### config.mk
export PLATFORM = sky130hd
export DESIGN_NAME = dm_arbiter
export DESIGN_NICKNAME = d
export VERILOG_FILES = /design/src/rtl/dm_arb_pkg.sv /design/src/rtl/dm_arbiter_byte_merge.sv /design/src/rtl/dm_arbiter.sv
export SDC_FILE = /design/constraint.sdc
export NUM_CORES = 1
export LEC_CHECK = 0
export CORE_UTILIZATION = 39
export DETAILED_ROUTE_END_ITERATION = 10
export PLACE_DENSITY = 0.83
export SYNTH_ARGS = -nofsm -noshare
export SYNTH_HDL_FRONTEND = slang
export SYNTH_SLANG_ARGS = --single-unit
### constraint.sdc
create_clock -name clk -period 2.1 [get_ports clk]
set_input_delay 0.63 -clock clk [delete_from_list [all_inputs] [get_ports clk]]
set_output_delay 0.63 -clock clk [all_outputs]
set_load 0.02 [all_outputs]
### src/rtl/dm_arb_pkg.sv
// Shared types and constants for the data-memory arbiter.
package dm_arb_pkg;

   typedef enum logic [1:0] {
      IDLE   = 2'd0,
      ACCESS = 2'd1,
      RMW_WR = 2'd2,
      RESP   = 2'd3
   } state_e;

   localparam logic [3:0] BE_FULL     = 4'hF;
   localparam int         NUM_MASTERS = 2;

endpackage

### src/rtl/dm_arbiter_byte_merge.sv
// Byte-lane merge for sub-word stores: lanes with be set take the new data,
// all other lanes keep the word currently held in memory.
module byte_merge #(
   parameter int DW = 32
) (
   input  logic [DW-1:0]   old_word,
   input  logic [DW-1:0]   new_word,
   input  logic [DW/8-1:0] be,
   output logic [DW-1:0]   merged
);

   // Per-lane select between memory contents and store data.
   always_comb begin
      merged = old_word;
      for (int i = 0; i < DW/8; i++) begin
         if (be[i]) merged[i*8 +: 8] = new_word[i*8 +: 8];
      end
   end

endmodule

### src/rtl/dm_arbiter.sv
// Two-master round-robin arbiter in front of the single-ported data memory.
// Partial stores are turned into a read (ACCESS) followed by a full-word
// write of the merged data (RMW_WR), since DM only writes whole words.
module dm_arbiter
   import dm_arb_pkg::*;
#(
   parameter int AW = 32,
   parameter int DW = 32
) (
   input  logic            clk,
   input  logic            reset,
   // master 0: CPU load/store port
   input  logic            m0_req,
   input  logic            m0_we,
   input  logic [DW/8-1:0] m0_be,
   input  logic [AW-1:0]   m0_addr,
   input  logic [DW-1:0]   m0_wdata,
   input  logic [31:0]     m0_pc,
   output logic            m0_ack,
   output logic [DW-1:0]   m0_rdata,
   // master 1: debug/loader port
   input  logic            m1_req,
   input  logic            m1_we,
   input  logic [DW/8-1:0] m1_be,
   input  logic [AW-1:0]   m1_addr,
   input  logic [DW-1:0]   m1_wdata,
   output logic            m1_ack,
   output logic [DW-1:0]   m1_rdata,
   // data memory side
   output logic [AW-1:0]   mem_addr,
   output logic [DW-1:0]   mem_wdata,
   output logic            mem_write,
   output logic            mem_read,
   output logic            mem_select,
   output logic [31:0]     mem_wpc,
   input  logic [DW-1:0]   mem_rdata,
   output logic            busy
);

   state_e                 state_q, state_d;
   logic                   rr_q, rr_d;
   logic                   gnt_q, gnt_d;
   logic                   we_q, we_d;
   logic [DW/8-1:0]        be_q, be_d;
   logic [AW-3:0]          waddr_q, waddr_d;
   logic [DW-1:0]          wdata_q, wdata_d;
   logic [31:0]            pc_q, pc_d;
   logic [DW-1:0]          merged_q, merged_d;
   logic [DW-1:0]          rdata_q, rdata_d;
   logic [NUM_MASTERS-1:0] ack_q, ack_d;
   logic [DW-1:0]          merge_w;

   byte_merge #(.DW(DW)) u_merge (
      .old_word (mem_rdata),
      .new_word (wdata_q),
      .be       (be_q),
      .merged   (merge_w)
   );

   // Next-state, request latching and response generation.
   always_comb begin
      state_d  = state_q;
      rr_d     = rr_q;
      gnt_d    = gnt_q;
      we_d     = we_q;
      be_d     = be_q;
      waddr_d  = waddr_q;
      wdata_d  = wdata_q;
      pc_d     = pc_q;
      merged_d = merged_q;
      rdata_d  = rdata_q;
      ack_d    = '0;
      case (state_q)
         IDLE: begin
            if (m0_req || m1_req) begin
               // tie goes to rr_ptr, otherwise the sole requester wins
               gnt_d   = (m0_req && m1_req) ? rr_q : m1_req;
               we_d    = gnt_d ? m1_we    : m0_we;
               be_d    = gnt_d ? m1_be    : m0_be;
               waddr_d = gnt_d ? m1_addr[AW-1:2] : m0_addr[AW-1:2];
               wdata_d = gnt_d ? m1_wdata : m0_wdata;
               pc_d    = gnt_d ? 32'h0    : m0_pc;
               state_d = ACCESS;
            end
         end
         ACCESS: begin
            rdata_d = we_q ? '0 : mem_rdata;
            if (we_q && be_q != BE_FULL && be_q != '0) begin
               merged_d = merge_w;
               state_d  = RMW_WR;
            end else begin
               ack_d[gnt_q] = 1'b1;
               state_d      = RESP;
            end
         end
         RMW_WR: begin
            ack_d[gnt_q] = 1'b1;
            state_d      = RESP;
         end
         RESP: begin
            rr_d    = ~gnt_q;
            state_d = IDLE;
         end
         default: state_d = IDLE;
      endcase
   end

   // State registers; synchronous reset abandons any transaction in flight.
   always_ff @(posedge clk) begin
      if (reset) begin
         state_q  <= IDLE;
         rr_q     <= 1'b0;
         gnt_q    <= 1'b0;
         we_q     <= 1'b0;
         be_q     <= '0;
         waddr_q  <= '0;
         wdata_q  <= '0;
         pc_q     <= '0;
         merged_q <= '0;
         rdata_q  <= '0;
         ack_q    <= '0;
      end else begin
         state_q  <= state_d;
         rr_q     <= rr_d;
         gnt_q    <= gnt_d;
         we_q     <= we_d;
         be_q     <= be_d;
         waddr_q  <= waddr_d;
         wdata_q  <= wdata_d;
         pc_q     <= pc_d;
         merged_q <= merged_d;
         rdata_q  <= rdata_d;
         ack_q    <= ack_d;
      end
   end

   // Memory strobes are decoded from state and masked by reset so an
   // aborted read-modify-write never reaches DM.
   always_comb begin
      mem_addr   = {waddr_q, 2'b00};
      mem_read   = !reset && state_q == ACCESS;
      mem_write  = !reset && ((state_q == ACCESS && we_q && be_q == BE_FULL) ||
                              state_q == RMW_WR);
      mem_wdata  = (state_q == RMW_WR) ? merged_q : wdata_q;
      mem_wpc    = gnt_q ? 32'h0 : pc_q;
      mem_select = 1'b1;
      busy       = state_q != IDLE;
      m0_ack     = ack_q[0];
      m1_ack     = ack_q[1];
      m0_rdata   = ack_q[0] ? rdata_q : '0;
      m1_rdata   = ack_q[1] ? rdata_q : '0;
   end

endmodule

==> impl_metrics.json <==
{
  "clockBufferDepth": 2,
  "n_antenna_cell": 0,
  "worstSkewPairLatency_ns": 0.42,
  "synthArstFlopShare": 0,
  "gr-total-overflow": 0,
  "cellPowerDensity_nw_per_um2": 1130,
  "cp.arrival_ns": 1.76,
  "wl_per_cell_um": 19.5,
  "start_util": 0.402,
  "htreeDepth": 4,
  "rows": 54,
  "synth_area_leaders": "dfxtp_1 38%, mux2_2 8.1%, a311oi_1 6.7%, nand3b_1 5.7%, nor2b_1 4.7%",
  "drive_gt1_frac": 0.210,
  "yosysMostFrequentCell": "dfxtp_1",
  "p_comb_frac": 0.508,
  "fp.dieW_um": 153,
  "total_power_mw": 15.6,
  "dr.pass1.iters": 5,
  "placed_cells": 1619,
  "hold_ws_ns": 0.446,
  "die-area_um2": 23400,
  "status": "finished with violations",
  "r2r_cells": 8,
  "fin_crit_ns": 2.39,
  "maxCapViolCount": 0,
  "finalHoldViolCount": 0,
  "first_global_vias": 9235,
  "setup_viol": 34,
  "finalWorstSetupSlack_ns": -0.291,
  "synth.top_cell.area_share": 0.381,
  "drc": 0,
  "grt_usage": 0.270,
  "clk_pin_slew_ns": 0.07,
  "register_area_um2": 3400,
  "cts_made_buffers": 17,
  "io_buffers": 364,
  "nFillCells": 1823,
  "skew_ns": 0.00885,
  "final_area_um2": 13800,
  "final_nets": 1584,
  "p_leak_nw": 5.26,
  "cts_sinks": 169,
  "dpl_cell_area_um2": 13000,
  "fin_util": 0.623,
  "antenna_found_initial": 0,
  "worstMarginPinSlew_ns": 0.585,
  "pwr-share-seq": 0.297,
  "multi_input_area_um2": 5000,
  "violations": "negative setup slack",
  "ios": 372,
  "irDropWorstVdd_v": 0.000620,
  "holdPathStages": 2,
  "rsz0062_at_grt": "true",
  "synth_top_cell_by_area": "dfxtp_1",
  "required_ns": 1.47,
  "final.period_utilization": 1.14,
  "grt_max_degree": 116,
  "ys_ff_latch": 169,
  "viasPerCell": 5.56,
  "path_class": "reg2out",
  "grt_pass1_wl_mm": 49.9,
  "synth_edf_count": 0,
  "synth-main-ff-cell": "dfxtp_1",
  "core_area_um2": 22100,
  "drt_iter0_drc": 490,
  "fmax_ghz": 0.418,
  "fin_tns_setup_ns": -7.54,
  "seq_area_frac_synth": 0.381,
  "postSynthCellCount": 1042,
  "power.share.clock": 0.195,
  "synth_area_um2": 8880,
  "dp_hpwl_mm": 21.9,
  "power.switching_mw": 6.13,
  "min_path_type": "reg2reg",
  "cts-root-buf": "clkbuf_16",
  "num_vias": 9270,
  "endpoint_kind": "output port",
  "cp_max_fo": 6,
  "die_h_um": 153,
  "switching_share": 0.394,
  "cts_tree": "yes",
  "avgSynthCellArea_um2": 8.52,
  "ys_top_cells_by_count": "169 x dfxtp_1, 101 x nor2_1, 88 x clkbuf_1",
  "yosysUniqueCellTypes": 36,
  "report.final.slew_viol_count": 0,
  "instances_no_fill": 1667,
  "drtAntennaViolNets": 0,
  "syn_to_final_growth_pct": 55.0,
  "slew_headroom": 0.610,
  "ys_warn_count": 0,
  "wirelength_mm": 32.5,
  "pre_cts_slack_ns": -0.238,
  "place.gp.congestion": 0.849,
  "start_kind": "flip-flop",
  "internal_power_mw": 9.42
}
==> power groups by stage <==
stage	logic (mW)	clock network, mW	registers [mW]
2_1_floorplan	4.00	0	4.70
3_3_place_gp	7.15	0	4.61
4_1_cts	7.76	3.09	4.59
6_report	7.90	3.03	4.62
5_1_grt	8.43	3.22	4.71
3_5_place_dp	7.30	0	4.63
==> critical path, stage by stage (launching register included) <==
cell     delay [ns]
dfxtp_2        0.33
inv_2          0.07
ha_4           0.19
buf_6          0.15
buf_16         0.14
mux2_4         0.31
buf_6          0.13
==> path summary, 6_finish.rpt <==
check	from	end	slack, ns
setup reg to reg	state_q[1]	merged_q[31]	0.16
setup / recovery	state_q[0]	mem_wdata[0]	-0.29
hold / removal	pc_q[23]	pc_q[23]	0.45
hold reg to reg	pc_q[23]	pc_q[23]	0.45
==> cell usage in the layout (no fill, tap or decap), drive strengths merged <==
cell / instances
clkdlybuf4s50: 228
dfxtp: 169
buf: 102
nor2: 101
a311oi: 68
o21ai: 68
nand3b: 67
nor2b: 67
a21oi: 66
and2: 64
mux2: 64
clkbuf: 58
inv: 44
clkdlybuf4s15: 35
nand2: 33
nor4: 33
o211ai: 32
a211oi: 32
dlygate4sd2: 28
clkinv: 7
ha: 4
conb: 3
a2111oi: 2
mux2i: 2
and4: 1
nand3: 1
o21a: 1
and2b: 1
or3: 1
o31ai: 1
or3b: 1
or2: 1
o32ai: 1
clkinvlp: 1
==> layer usage <==
layer | global-route usage | vias up | routed length [µm]
met1 | 0.311 | 4394 | 12900
li1 | - | 4360 | -
met2 | 0.469 | 440 | 15900
met4 | 0.122 | 0 | 1230
met3 | 0.0703 | 76 | 2480
met5 | 0 | - | 0
==> timing repair <==
action,in CTS,in global routing
pin swaps,3,3
hold buffers,0,0
resized for setup,338,113
gates cloned,3,2
setup buffers,7,5
setup endpoints to repair,134,124
==> sequential cells by signal, summed over array words and instances, names as in the netlist, 2 cells and up <==
name / cells
ack_q: 2
merged_q: 32
wdata_q: 32
state_q: 2
rdata_q: 32
be_q: 4
pc_q: 32
waddr_q: 30
==> area by class of cell <==
class | instances | area share
flip-flops and latches | 169 | 0.247
well taps | 280 | 0.0255
multi-input cells | 715 | 0.363
repair buffers | 431 | 0.312
clock buffers | 20 | 0.0325
inverters | 40 | 0.0117
clock inverters | 12 | 0.00818
==> kinds of logic after synthesis <==
group	synth area share
AND/OR/NAND/NOR	0.236
adder cells (fa/ha/maj)	0.00564
multiplexers	0.0834
flip-flops	0.381
AO/OA/AOI/OAI	0.219
other	0.000846
buffers and inverters	0.0748
Power figures use the tool's default switching activity.
